### src/rtl/clk_div_ctrl.sv
// Configuration front-end for the integer clock divider. Accepts ratio
// requests over valid/ready, rejects out-of-range ratios, and applies a
// legal new ratio with a hold-reset / load / release / re-enable sequence
// so the divider never sees a ratio change while it is running.
module clk_div_ctrl #(
  parameter int RATIO_WIDTH    = 4,
  parameter int MAX_RATIO      = 15,
  parameter int DEFAULT_RATIO  = 1,
  parameter int QUIESCE_CYCLES = 4
) (
  input  logic                   i_ref_clk,
  input  logic                   i_rst,
  input  logic                   i_cfg_valid,
  input  logic [RATIO_WIDTH-1:0] i_cfg_ratio,
  output logic                   o_cfg_ready,
  output logic                   o_cfg_done,
  output logic                   o_cfg_err,
  output logic                   o_busy,
  output logic [RATIO_WIDTH-1:0] o_div_ratio,
  output logic                   o_clk_en,
  output logic                   o_div_rst_n
);

  localparam int CW = $clog2(QUIESCE_CYCLES + 1);

  // ENABLE is the completion cycle; it accepts requests exactly like IDLE
  // so a new request can be taken in the same cycle done pulses.
  typedef enum logic [1:0] {S_IDLE, S_HOLD, S_RELEASE, S_ENABLE} state_e;

  state_e                 state_q, state_d;
  logic [CW-1:0]          cnt_q, cnt_d;
  logic                   hs, legal, same, do_switch;

  logic [RATIO_WIDTH-1:0] ratio_d;
  logic                   clk_en_d, rst_n_d, ready_d, busy_d, done_d, err_d;

  assign hs        = i_cfg_valid && o_cfg_ready;
  assign legal     = (int'(i_cfg_ratio) <= MAX_RATIO);
  assign same      = (i_cfg_ratio == o_div_ratio);
  assign do_switch = hs && legal && !same;

  // State and hold-counter registers; reset aborts any sequence in flight
  always_ff @(posedge i_ref_clk) begin
    if (i_rst) begin
      state_q <= S_IDLE;
      cnt_q   <= '0;
    end else begin
      state_q <= state_d;
      cnt_q   <= cnt_d;
    end
  end

  // Next-state and hold counter: counter loads 1 entering HOLD, exits at QUIESCE_CYCLES
  always_comb begin
    state_d = state_q;
    cnt_d   = '0;
    case (state_q)
      S_IDLE, S_ENABLE: begin
        state_d = do_switch ? S_HOLD : S_IDLE;
        if (do_switch) cnt_d = CW'(1);
      end
      S_HOLD: begin
        if (cnt_q == CW'(QUIESCE_CYCLES)) state_d = S_RELEASE;
        else                              cnt_d   = cnt_q + CW'(1);
      end
      S_RELEASE: state_d = S_ENABLE;
      default:   state_d = S_IDLE;
    endcase
  end

  // Next output values, derived from the state being entered so every output is a flop
  always_comb begin
    ratio_d  = do_switch ? i_cfg_ratio : o_div_ratio;
    ready_d  = (state_d == S_IDLE) || (state_d == S_ENABLE);
    busy_d   = (state_d == S_HOLD) || (state_d == S_RELEASE);
    rst_n_d  = (state_d != S_HOLD);
    clk_en_d = ready_d && (ratio_d >= RATIO_WIDTH'(2));
    done_d   = (state_d == S_ENABLE) || (hs && legal && same);
    err_d    = hs && !legal;
  end

  // Output registers with reset values; divider held in reset during i_rst
  always_ff @(posedge i_ref_clk) begin
    if (i_rst) begin
      o_div_ratio <= RATIO_WIDTH'(DEFAULT_RATIO);
      o_clk_en    <= 1'b0;
      o_div_rst_n <= 1'b0;
      o_cfg_ready <= 1'b0;
      o_busy      <= 1'b0;
      o_cfg_done  <= 1'b0;
      o_cfg_err   <= 1'b0;
    end else begin
      o_div_ratio <= ratio_d;
      o_clk_en    <= clk_en_d;
      o_div_rst_n <= rst_n_d;
      o_cfg_ready <= ready_d;
      o_busy      <= busy_d;
      o_cfg_done  <= done_d;
      o_cfg_err   <= err_d;
    end
  end

endmodule

### config.mk
export PLATFORM = sky130hd
export DESIGN_NAME = clk_div_ctrl
export DESIGN_NICKNAME = d
export VERILOG_FILES = /design/src/rtl/clk_div_ctrl.sv
export SDC_FILE = /design/constraint.sdc
export NUM_CORES = 1
export LEC_CHECK = 0
export BUFFER_PORTS_ARGS = -buffer_cell sky130_fd_sc_hd__buf_2
export CORE_MARGIN = 2
export CORE_UTILIZATION = 41
export CTS_BUF_LIST = sky130_fd_sc_hd__clkbuf_8 sky130_fd_sc_hd__clkbuf_16
export DETAILED_ROUTE_END_ITERATION = 6
export MAX_ROUTING_LAYER = met4
export PLACE_DENSITY = 0.75
export SLEW_MARGIN = 20
export SYNTH_ARGS = -nofsm -noshare
export SYNTH_HDL_FRONTEND = slang
export SYNTH_SLANG_ARGS = --single-unit
### constraint.sdc
create_clock -name i_ref_clk -period 3.4 [get_ports i_ref_clk]
set_clock_uncertainty 0.1 [all_clocks]
set_input_delay 0.34 -clock i_ref_clk [delete_from_list [all_inputs] [get_ports i_ref_clk]]
set_output_delay 0.34 -clock i_ref_clk [all_outputs]
set_load 0.05 [all_outputs]
==> results of run 1 <==
[logic make-up (layout without fill, tap and decap cells)]
group | Yosys count | count (layout)
simple gates | 29 | 29
flops | 14 | 14
compound gates | 13 | 13
buf+inv | 7 | 23
fa+ha+maj | 6 | 6
xor+xnor | 5 | 5
other cells | 1 | 1
mux | 1 | 1
[state kept, by name, indices dropped and copies added (netlist names)]
| register | flops |
|---|---|
| state_q | 2 |
| cnt_q | 3 |
| o_clk_en | 1 |
| o_div_rst_n | 1 |
| o_div_ratio | 4 |
| o_busy | 1 |
| o_cfg_ready | 1 |
| o_cfg_done | 1 |
[power breakdown]
part	switching, mW	internal [mW]
sequential	0.00614	0.172
combinational	0.0465	0.0184
clock	0.0545	0.0782
total	0.107	0.269
[metal layers]
| metal | track usage, % | share of wire, % |
|---|---|---|
| met5 | - | 0 |
| met4 | 7.059 | 2.0 |
| met3 | 4.800 | 4.6 |
| met2 | 24.64 | 50 |
| met1 | 18.97 | 44 |
[area by class of cell]
| cell class | count | area [um^2] |
|---|---|---|
| clock buffer | 3 | 41.29 |
| fill | 147 | 734.5 |
| inverter | 5 | 18.77 |
| multi-input combinational | 55 | 371.6 |
| sequential | 14 | 280.3 |
| tap | 16 | 20.02 |
| timing repair buffer | 15 | 75.07 |
[worst max path at each step]
| stage | from | endpoint |
|---|---|---|
| after global routing | state_q[0] | o_clk_en |
| final | state_q[0] | o_clk_en |
| after floorplan | o_div_ratio[0] | o_clk_en |
| after global placement | state_q[0] | o_clk_en |
| after detailed placement | i_cfg_ratio[0] | o_clk_en |
| after CTS | state_q[0] | o_clk_en |
[metrics by stage]
stage / instances / hold WS [ns] / setup WS [ns]
after floorplan: 76 / 0.3192 / 1.265
after global placement: 105 / 0.3856 / 1.406
after detailed placement: 105 / 0.3900 / 1.368
after CTS: 108 / 0.2765 / 1.352
after global routing: 108 / 0.2793 / 1.222
final: 108 / 0.2794 / 1.355
[critical path: stages (launching register included)]
cell and delay [ns]:
dfxtp_1 0.38, inv_1 0.08, ha_1 0.36, and3_2 0.20, o41ai_2 0.07, o21ai_0 0.17, ha_1 0.29, nor2b_1 0.13
and3_1 0.14
[cell usage in the layout, fill, tap and decap left out, types with 2 or more instances in the layout]
cell and instances:
dfxtp_1 14, a21oi_1 5, nor3_1 2, nor2_1 4, and3_1 3, buf_2 15
inv_1 5, nand3_1 6, clkbuf_8 3, or2_2 2, ha_1 6, xor2_1 5
nand2_1 7
==> impl_metrics.json, run 1 <==
{
  "crit_path_end_kind": "register",
  "yosys.area_share.adder_pct": 11.01,
  "cts.sinks": 14,
  "fin_area_um2": 807.0,
  "syn_area_per_cell_um2": 8.972,
  "die-width_um": 44.78,
  "irDropWorstVdd_mv": 0.1949,
  "cp_max_fo": 6,
  "yosysMostFrequentCell": "dfxtp_1",
  "cts_buffers": 3,
  "drcViolationCount": 0,
  "cts_resized": 0,
  "postPlaceCellArea_um2": 765.7,
  "startpoint_type": "register",
  "cts_tree": "built",
  "grt_max_degree": 13,
  "grt_pass1_wl_um": 2214,
  "hold_class": "in -> reg",
  "die_h_um": 44.78,
  "avgViaCountPerCell": 5.259,
  "rsz0062_at_grt": "no",
  "ys_async_sr_fraction_pct": 0,
  "htree_levels": 1,
  "yosys_warnings": 0,
  "finalCritPeriodShare_pct": 60.14,
  "drtAntennaViolNets": 0,
  "finalSetupTns_ns": 0,
  "first_global_vias": 529,
  "synth_compound_gate_area_share_pct": 13.39,
  "min_to": "o_div_ratio[2]",
  "synth_edf_count": 0,
  "worstReg2RegEnd": "o_clk_en",
  "yosys.area_share.simple_pct": 21.47,
  "p_per_area_nw_per_um2": 465.5,
  "dieArea_um2": 2005,
  "drt_pre_antenna_iters": 4,
  "hold_path_depth": 3,
  "hold_viol": 0,
  "r2r_cells": 8,
  "cts_setup_buffers": 0,
  "vias": 568,
  "port_buffers": 15,
  "start_util_pct": 44.24,
  "wl_per_cell_um": 11.77,
  "synth_largest_area_cell": "dfxtp_1",
  "min-delay-start": "i_cfg_ratio[2]",
  "clk_latency_ns": 0.24,
  "syn_nets": 89,
  "io_pins": 17,
  "synth_top_family_by_area": "simple AND/OR/NAND/NOR gates",
  "yosysSeqAreaShare_pct": 41.10,
  "rows": 14,
  "ys_ff_latch": 14,
  "clk_path_buf_depth": 2,
  "nets": 107,
  "cap_violations": 0,
  "postCtsHoldBufs": 0,
  "max_freq_ghz": 0.4890,
  "min_period_ns": 2.045,
  "drive_above_1_share_pct": 26.09,
  "reg2reg_slack_ns": 1.36,
  "area_growth_pct": 18.35,
  "drt_iter0_drc": 6,
  "gr-usage-all-layers_pct": 15.88,
  "dp_hpwl_um": 985.8,
  "synth.mux.area_fraction_pct": 1.651,
  "cp_data_arrival_time_ns": 2.08,
  "crit_type": "reg -> reg",
  "synth_common_cells": "dfxtp_1 (14), nand2_1 (7), ha_1 (6), nand3_1 (6)",
  "design_power_total_uw": 375.7,
  "wirelength_um": 1271,
  "synth_top_area_share_pct": 41.10,
  "fp.coreArea_um2": 1541,
  "yosysUniqueCellTypes": 28,
  "p_leak_nw": 0.3825,
  "postLayoutCoreUtil_pct": 52.35,
  "syn_inst": 76,
  "root_buffer": "clkbuf_8",
  "place.gp.congestion": 0.7541,
  "synth_ff_type": "dfxtp_1",
  "finalMaxSlewViolations": 0,
  "grt_antenna_before_repair": 0,
  "yosys-top-cells-area": "dfxtp_1 (41%), ha_1 (11%), xor2_1 (6.4%), nand3_1 (4.4%), nand2_1 (3.9%)",
  "synth-xor-area-share_pct": 6.422,
  "status": "finished, final reports clean",
  "syn_area_um2": 681.9,
  "grt_overflow": 0,
  "finalSetupViolations": 0,
  "required_ns": 3.44,
  "clk_pin_slew_ns": 0.06,
  "r2r-start": "state_q[0]",
  "antenna_cells": 0
}
Power figures use the tool's default switching activity.
==> run 2, diff against run 1 <==
--- a/config.mk
+++ b/config.mk
@@ -5,6 +5,7 @@
 export SDC_FILE = /design/constraint.sdc
 export NUM_CORES = 1
 export LEC_CHECK = 0
+export ABC_AREA = 1
 export BUFFER_PORTS_ARGS = -buffer_cell sky130_fd_sc_hd__buf_2
 export CORE_MARGIN = 2
 export CORE_UTILIZATION = 41
==> constraint.sdc (replaced) <==
create_clock -name i_ref_clk -period 1.9 [get_ports i_ref_clk]
set_clock_uncertainty 0.1 [all_clocks]
set_input_delay 0.19 -clock i_ref_clk [delete_from_list [all_inputs] [get_ports i_ref_clk]]
set_output_delay 0.19 -clock i_ref_clk [all_outputs]
set_load 0.05 [all_outputs]
==> run 2 against run 1 <==
Net effect: sequential power is 79% higher; largest cell class unchanged; non-clock buffer count stayed put; largest power group unchanged; clock power is 110% higher; synthesized area is 5.3% higher; critical endpoint unchanged.
==> impl_metrics.json, run 2 <==
{
  "cp_data_arrival_time_ns": 1.81,
  "synth_edf_count": 0,
  "grt_pass1_wl_um": 1883,
  "grt_max_degree": 11,
  "setup_ws_ns": 0.1785,
  "drive_above_1_share_pct": 26.96,
  "postPlaceCellArea_um2": 802.0,
  "worstPathCellList": "inv_1 -> ha_1 -> inv_1 -> nor2_2 -> nand2_4 -> nand2_1 -> ha_1 -> inv_1 -> nor2_1 -> nand2_1 -> inv_1",
  "required_ns": 1.99,
  "cap_violations": 0,
  "synth_top_family_by_area": "simple AND/OR/NAND/NOR gates",
  "start_util_pct": 42.52,
  "yosysSeqAreaShare_pct": 39.02,
  "comb_power_share_pct": 18.1,
  "yosys.area_share.adder_pct": 10.45,
  "io_pins": 17,
  "wirelength_um": 1189,
  "clk_latency_ns": 0.24,
  "dieArea_um2": 2103,
  "crit_slowest_cell": "dfxtp_1",
  "synth_common_cells": "nand2_1 (21), inv_1 (17), dfxtp_1 (14)",
  "grt.busiest_layer": "met2",
  "largest_reg_flops": 4,
  "finalSetupViolations": 0,
  "synth.mux.area_fraction_pct": 0,
  "dp_hpwl_um": 951.9,
  "min_period_ns": 1.722,
  "status": "finished, final reports clean",
  "syn_inst": 98,
  "yosysMostFrequentCell": "nand2_1",
  "yosys_warnings": 0,
  "cpMostUsedCell": "inv_1",
  "p_int_uw": 528.3,
  "synth-xor-area-share_pct": 0,
  "synth_largest_area_cell": "dfxtp_1",
  "syn_area_per_cell_um2": 7.328,
  "grt_util_met3_pct": 1.190,
  "drtAntennaViolNets": 0,
  "finalSetupTns_ns": 0,
  "seqPwrFrac_pct": 43.2,
  "crit_type": "reg -> reg",
  "clk_pin_slew_ns": 0.06,
  "reg_top3": "o_div_ratio (4), cnt_q (3), state_q (2)",
  "drt_pre_antenna_iters": 4,
  "postCtsHoldBufs": 0,
  "cts.sinks": 14,
  "cts_resized": 0,
  "drt_iter0_drc": 9,
  "gr-usage-all-layers_pct": 13.18,
  "rows": 15,
  "root_buffer": "clkbuf_8",
  "finalCritPeriodShare_pct": 90.61,
  "ys_async_sr_fraction_pct": 0,
  "antenna_cells": 0,
  "vias": 600,
  "dpl_worst_slack_ns": 0.1810,
  "clk_path_buf_depth": 2,
  "crit_family": "adder cells",
  "hold_class": "in -> reg",
  "met1_usage_pct": 13.37,
  "irDropWorstVdd_mv": 0.3969,
  "switchingPower_uw": 207.2,
  "max_freq_ghz": 0.5809,
  "nets": 129,
  "p_per_area_nw_per_um2": 858.2,
  "clkPwrFrac_pct": 38.7,
  "drcViolationCount": 0,
  "wl_per_cell_um": 9.008,
  "synth_compound_gate_area_share_pct": 9.756,
  "cp_max_fo": 5,
  "synth_ff_type": "dfxtp_1",
  "synth_top_area_share_pct": 39.02,
  "die-width_um": 45.86,
  "finalMaxSlewViolations": 0,
  "syn_nets": 111,
  "first_global_vias": 528,
  "cts_tree": "built",
  "cts_setup_buffers": 0,
  "die_h_um": 45.86,
  "final_common_cell": "nand2_1",
  "hold_viol": 0,
  "htree_levels": 1,
  "yosysUniqueCellTypes": 20,
  "rsz0062_at_grt": "no",
  "avgViaCountPerCell": 4.545,
  "fin_area_um2": 857.1,
  "yosys-top-cells-area": "dfxtp_1 (39%), nand2_1 (11%), ha_1 (10%), inv_1 (8.9%), nor2_1 (6.8%)",
  "cts_buffers": 3,
  "crit_path_end_kind": "register",
  "worst_hold_slack_ns": 0.1214,
  "fp.coreArea_um2": 1689,
  "grt_overflow": 0,
  "final_cell_mix": "nand2_1 (21), inv_1 (17), buf_2 (15), dfxtp_1 (14), nor2_1 (13)",
  "use_met2_pct": 22.78,
  "port_buffers": 15,
  "postLayoutCoreUtil_pct": 50.74,
  "ys_ff_latch": 14,
  "syn_area_um2": 718.2,
  "grt_antenna_before_repair": 0,
  "p_leak_nw": 0.4522,
  "place.gp.congestion": 0.8040,
  "area_growth_pct": 19.34,
  "critPathBufInv": 4,
  "startpoint_type": "register",
  "regMostFlops": "o_div_ratio",
  "switching_share_pct": 28.17,
  "yosys.area_share.simple_pct": 29.62,
  "cp_slowest_stage_delay_ns": 0.34
}
==> run 2: cell type report <==
type	count	area [um^2]
Fill cell	151	832.0
Timing Repair Buffer	15	75.07
Multi-Input combinational cell	65	361.6
Sequential cell	14	280.3
Clock buffer	4	55.05
Inverter	17	63.81
Tap cell	17	21.27
==> run 2: logic make-up after synthesis <==
group	Yosys count
adders and majority gates	6
other	1
and+or+nand+nor	48
buffers and inverters	19
DFF	14
AOI/OAI and AO/OA	10
==> run 2: worst paths after layout <==
kind / startpoint / end / slack (ns) / depth (start not counted)
max: state_q[0] / o_clk_en / 0.18 / 11
max reg2reg: state_q[0] / o_clk_en / 0.18 / 11
min: i_cfg_valid / o_div_ratio[0] / 0.12 / 3
min reg2reg: o_div_ratio[0] / o_div_ratio[0] / 0.40 / 2
==> run 2: layer usage <==
metal  up-vias  routed length, um
li1        326                  -
met1       259                551
met2        13                577
met3         2                 40
met4         0                 19
met5         -                  0
==> run 2: stage by stage <==
step	cells	total power, mW
global placement	128	0.4554
finish	132	0.7355
global route	132	0.7645
detailed placement	128	0.4588
floorplan	98	0.4291
CTS	132	0.7433
==> run 2: worst min-delay path, cell delays in order <==
cell and delay [ns]:
buf_2 0.09, nand3_1 0.07, nand3_1 0.08
==> run 2: power by group through the flow <==
stage	clock (mW)	sequential [mW]	combinational (mW)
after floorplan	0	0.368	0.0606
after global placement	0	0.323	0.132
after detailed placement	0	0.324	0.135
after CTS	0.290	0.318	0.135
after global routing	0.297	0.319	0.148
final	0.285	0.318	0.133
==> run 3, diff against run 2 <==
--- a/config.mk
+++ b/config.mk
@@ -7,6 +7,7 @@
 export LEC_CHECK = 0
 export ABC_AREA = 1
 export BUFFER_PORTS_ARGS = -buffer_cell sky130_fd_sc_hd__buf_2
+export CORE_ASPECT_RATIO = 0.9
 export CORE_MARGIN = 2
 export CORE_UTILIZATION = 41
 export CTS_BUF_LIST = sky130_fd_sc_hd__clkbuf_8 sky130_fd_sc_hd__clkbuf_16
==> run 3 against run 2 <==
Net effect: power is 0.85% higher; sequential share of layout area is 0.33 points lower; combinational power hardly changed; clock power is 1% higher; core utilization is 1.3 points higher; worst hold slack worse by 0.011 ns; global-route usage is 2.5 points higher; cell count is 5.3% higher; die area hardly changed; critical endpoint unchanged.
==> impl_metrics.json, run 3 (synthesis results as in run 2) <==
{
  "drt_pre_antenna_iters": 3,
  "hold_class": "in -> reg",
  "finalMaxSlewViolations": 0,
  "setup_ws_ns": 0.1700,
  "drt_iter0_drc": 3,
  "die_h_um": 43.71,
  "regMostFlops": "o_div_ratio",
  "cts_tree": "built",
  "cp_data_arrival_time_ns": 1.83,
  "start_util_pct": 43.16,
  "wirelength_um": 1310,
  "seqPwrFrac_pct": 42.9,
  "final_common_cell": "nand2_1",
  "clkPwrFrac_pct": 39.0,
  "instances_no_fill": 139,
  "root_buffer": "clkbuf_8",
  "p_int_uw": 528.4,
  "p_per_area_nw_per_um2": 856.7,
  "grt_antenna_before_repair": 0,
  "startpoint_type": "register",
  "cp_max_fo": 5,
  "rows": 14,
  "wl_per_cell_um": 9.424,
  "status": "finished, final reports clean",
  "grt_overflow": 0,
  "dpl_worst_slack_ns": 0.1796,
  "worstPathCellList": "inv_1 -> ha_1 -> inv_1 -> nor2_2 -> nand2_4 -> nand2_1 -> ha_1 -> inv_1 -> nor2_1 -> nand2_1 -> inv_1",
  "nets": 129,
  "rsz0062_at_grt": "no",
  "p_leak_nw": 0.4522,
  "grt_pass1_wl_um": 2208,
  "clk_latency_ns": 0.25,
  "worst_hold_slack_ns": 0.1100,
  "hold_viol": 0,
  "cts_resized": 0,
  "cts_setup_buffers": 0,
  "required_ns": 2.00,
  "min_period_ns": 1.730,
  "io_pins": 17,
  "dieArea_um2": 2103,
  "crit_type": "reg -> reg",
  "switching_share_pct": 28.76,
  "drtAntennaViolNets": 0,
  "port_buffers": 15,
  "area_growth_pct": 20.56,
  "finalCritPeriodShare_pct": 91.05,
  "gr-usage-all-layers_pct": 15.66,
  "n_fill_cell": 165,
  "cts_buffers": 3,
  "clk_path_buf_depth": 2,
  "crit_path_end_kind": "register",
  "cts.sinks": 14,
  "largest_reg_flops": 4,
  "first_global_vias": 551,
  "reg_top3": "o_div_ratio (4), cnt_q (3), state_q (2)",
  "max_freq_ghz": 0.5780,
  "drcViolationCount": 0,
  "dp_cells": 135,
  "cpMostUsedCell": "inv_1",
  "place.gp.congestion": 0.7932,
  "cp_slowest_stage_delay_ns": 0.34,
  "fp.coreArea_um2": 1664,
  "final_cell_mix": "nand2_1 (21), inv_1 (17), buf_2 (15), dfxtp_1 (14), nor2_1 (13)",
  "htree_levels": 1,
  "crit_slowest_cell": "dfxtp_1",
  "irDropWorstVdd_mv": 0.5147,
  "clk_pin_slew_ns": 0.06,
  "cap_violations": 0,
  "die-width_um": 48.12,
  "dp_hpwl_um": 989.5,
  "vias": 616,
  "postCtsHoldBufs": 0,
  "antenna_cells": 0,
  "grt_max_degree": 11,
  "drive_above_1_share_pct": 26.96,
  "avgViaCountPerCell": 4.432,
  "comb_power_share_pct": 18.1,
  "finalSetupTns_ns": 0,
  "finalSetupViolations": 0,
  "switchingPower_uw": 213.3
}
run 3: per-stage QoR:
stage,instance area [um^2],util (%),total power [mW]
after floorplan,718.2,-,0.4291
after global placement,810.8,48.72,0.4562
after detailed placement,810.8,48.72,0.4591
after CTS,865.8,52.03,0.7512
after global routing,865.8,52.03,0.7778
final,865.8,52.03,0.7418
run 3: final timing paths:
check	start	to	slack, ns	cells after the start
setup / recovery	state_q[0]	o_clk_en	0.17	11
hold / removal	i_cfg_valid	o_div_ratio[0]	0.11	3
setup reg to reg	state_q[0]	o_clk_en	0.17	11
hold reg to reg	o_div_ratio[0]	o_div_ratio[0]	0.40	2
run 3: critical path: cells and delay by family, from the launching register on:
family | cells | cell delay (ns)
flip-flops | 1 | 0.34
AND/OR/NAND/NOR | 5 | 0.39
buffers and inverters | 4 | 0.29
adder cells (fa/ha/maj) | 2 | 0.55
run 3: area by class of cell:
class                      count  area, um^2  share of cell area (%)
inverter                      17       63.81                   7.370
sequential                    14       280.3                   32.37
multi-input combinational     65       361.6                   41.76
tap                           24       30.03                   3.468
timing repair buffer          15       75.07                   8.671
clock buffer                   4       55.05                   6.358
run 3: power groups by stage:
stage	sequential (mW)	combinational, mW	clock (mW)
finish	0.318	0.134	0.289
global route	0.320	0.149	0.309
CTS	0.318	0.136	0.297
detailed placement	0.324	0.135	0
global placement	0.324	0.133	0
floorplan	0.368	0.0606	0
run 3: routing by layer:
layer  wire (um)  vias up  track usage [%]
met4          30        0            8.108
met2         581       15            22.13
li1            -      328                -
met1         631      270            20.36
met3          66        3            3.750
met5           0        -                -
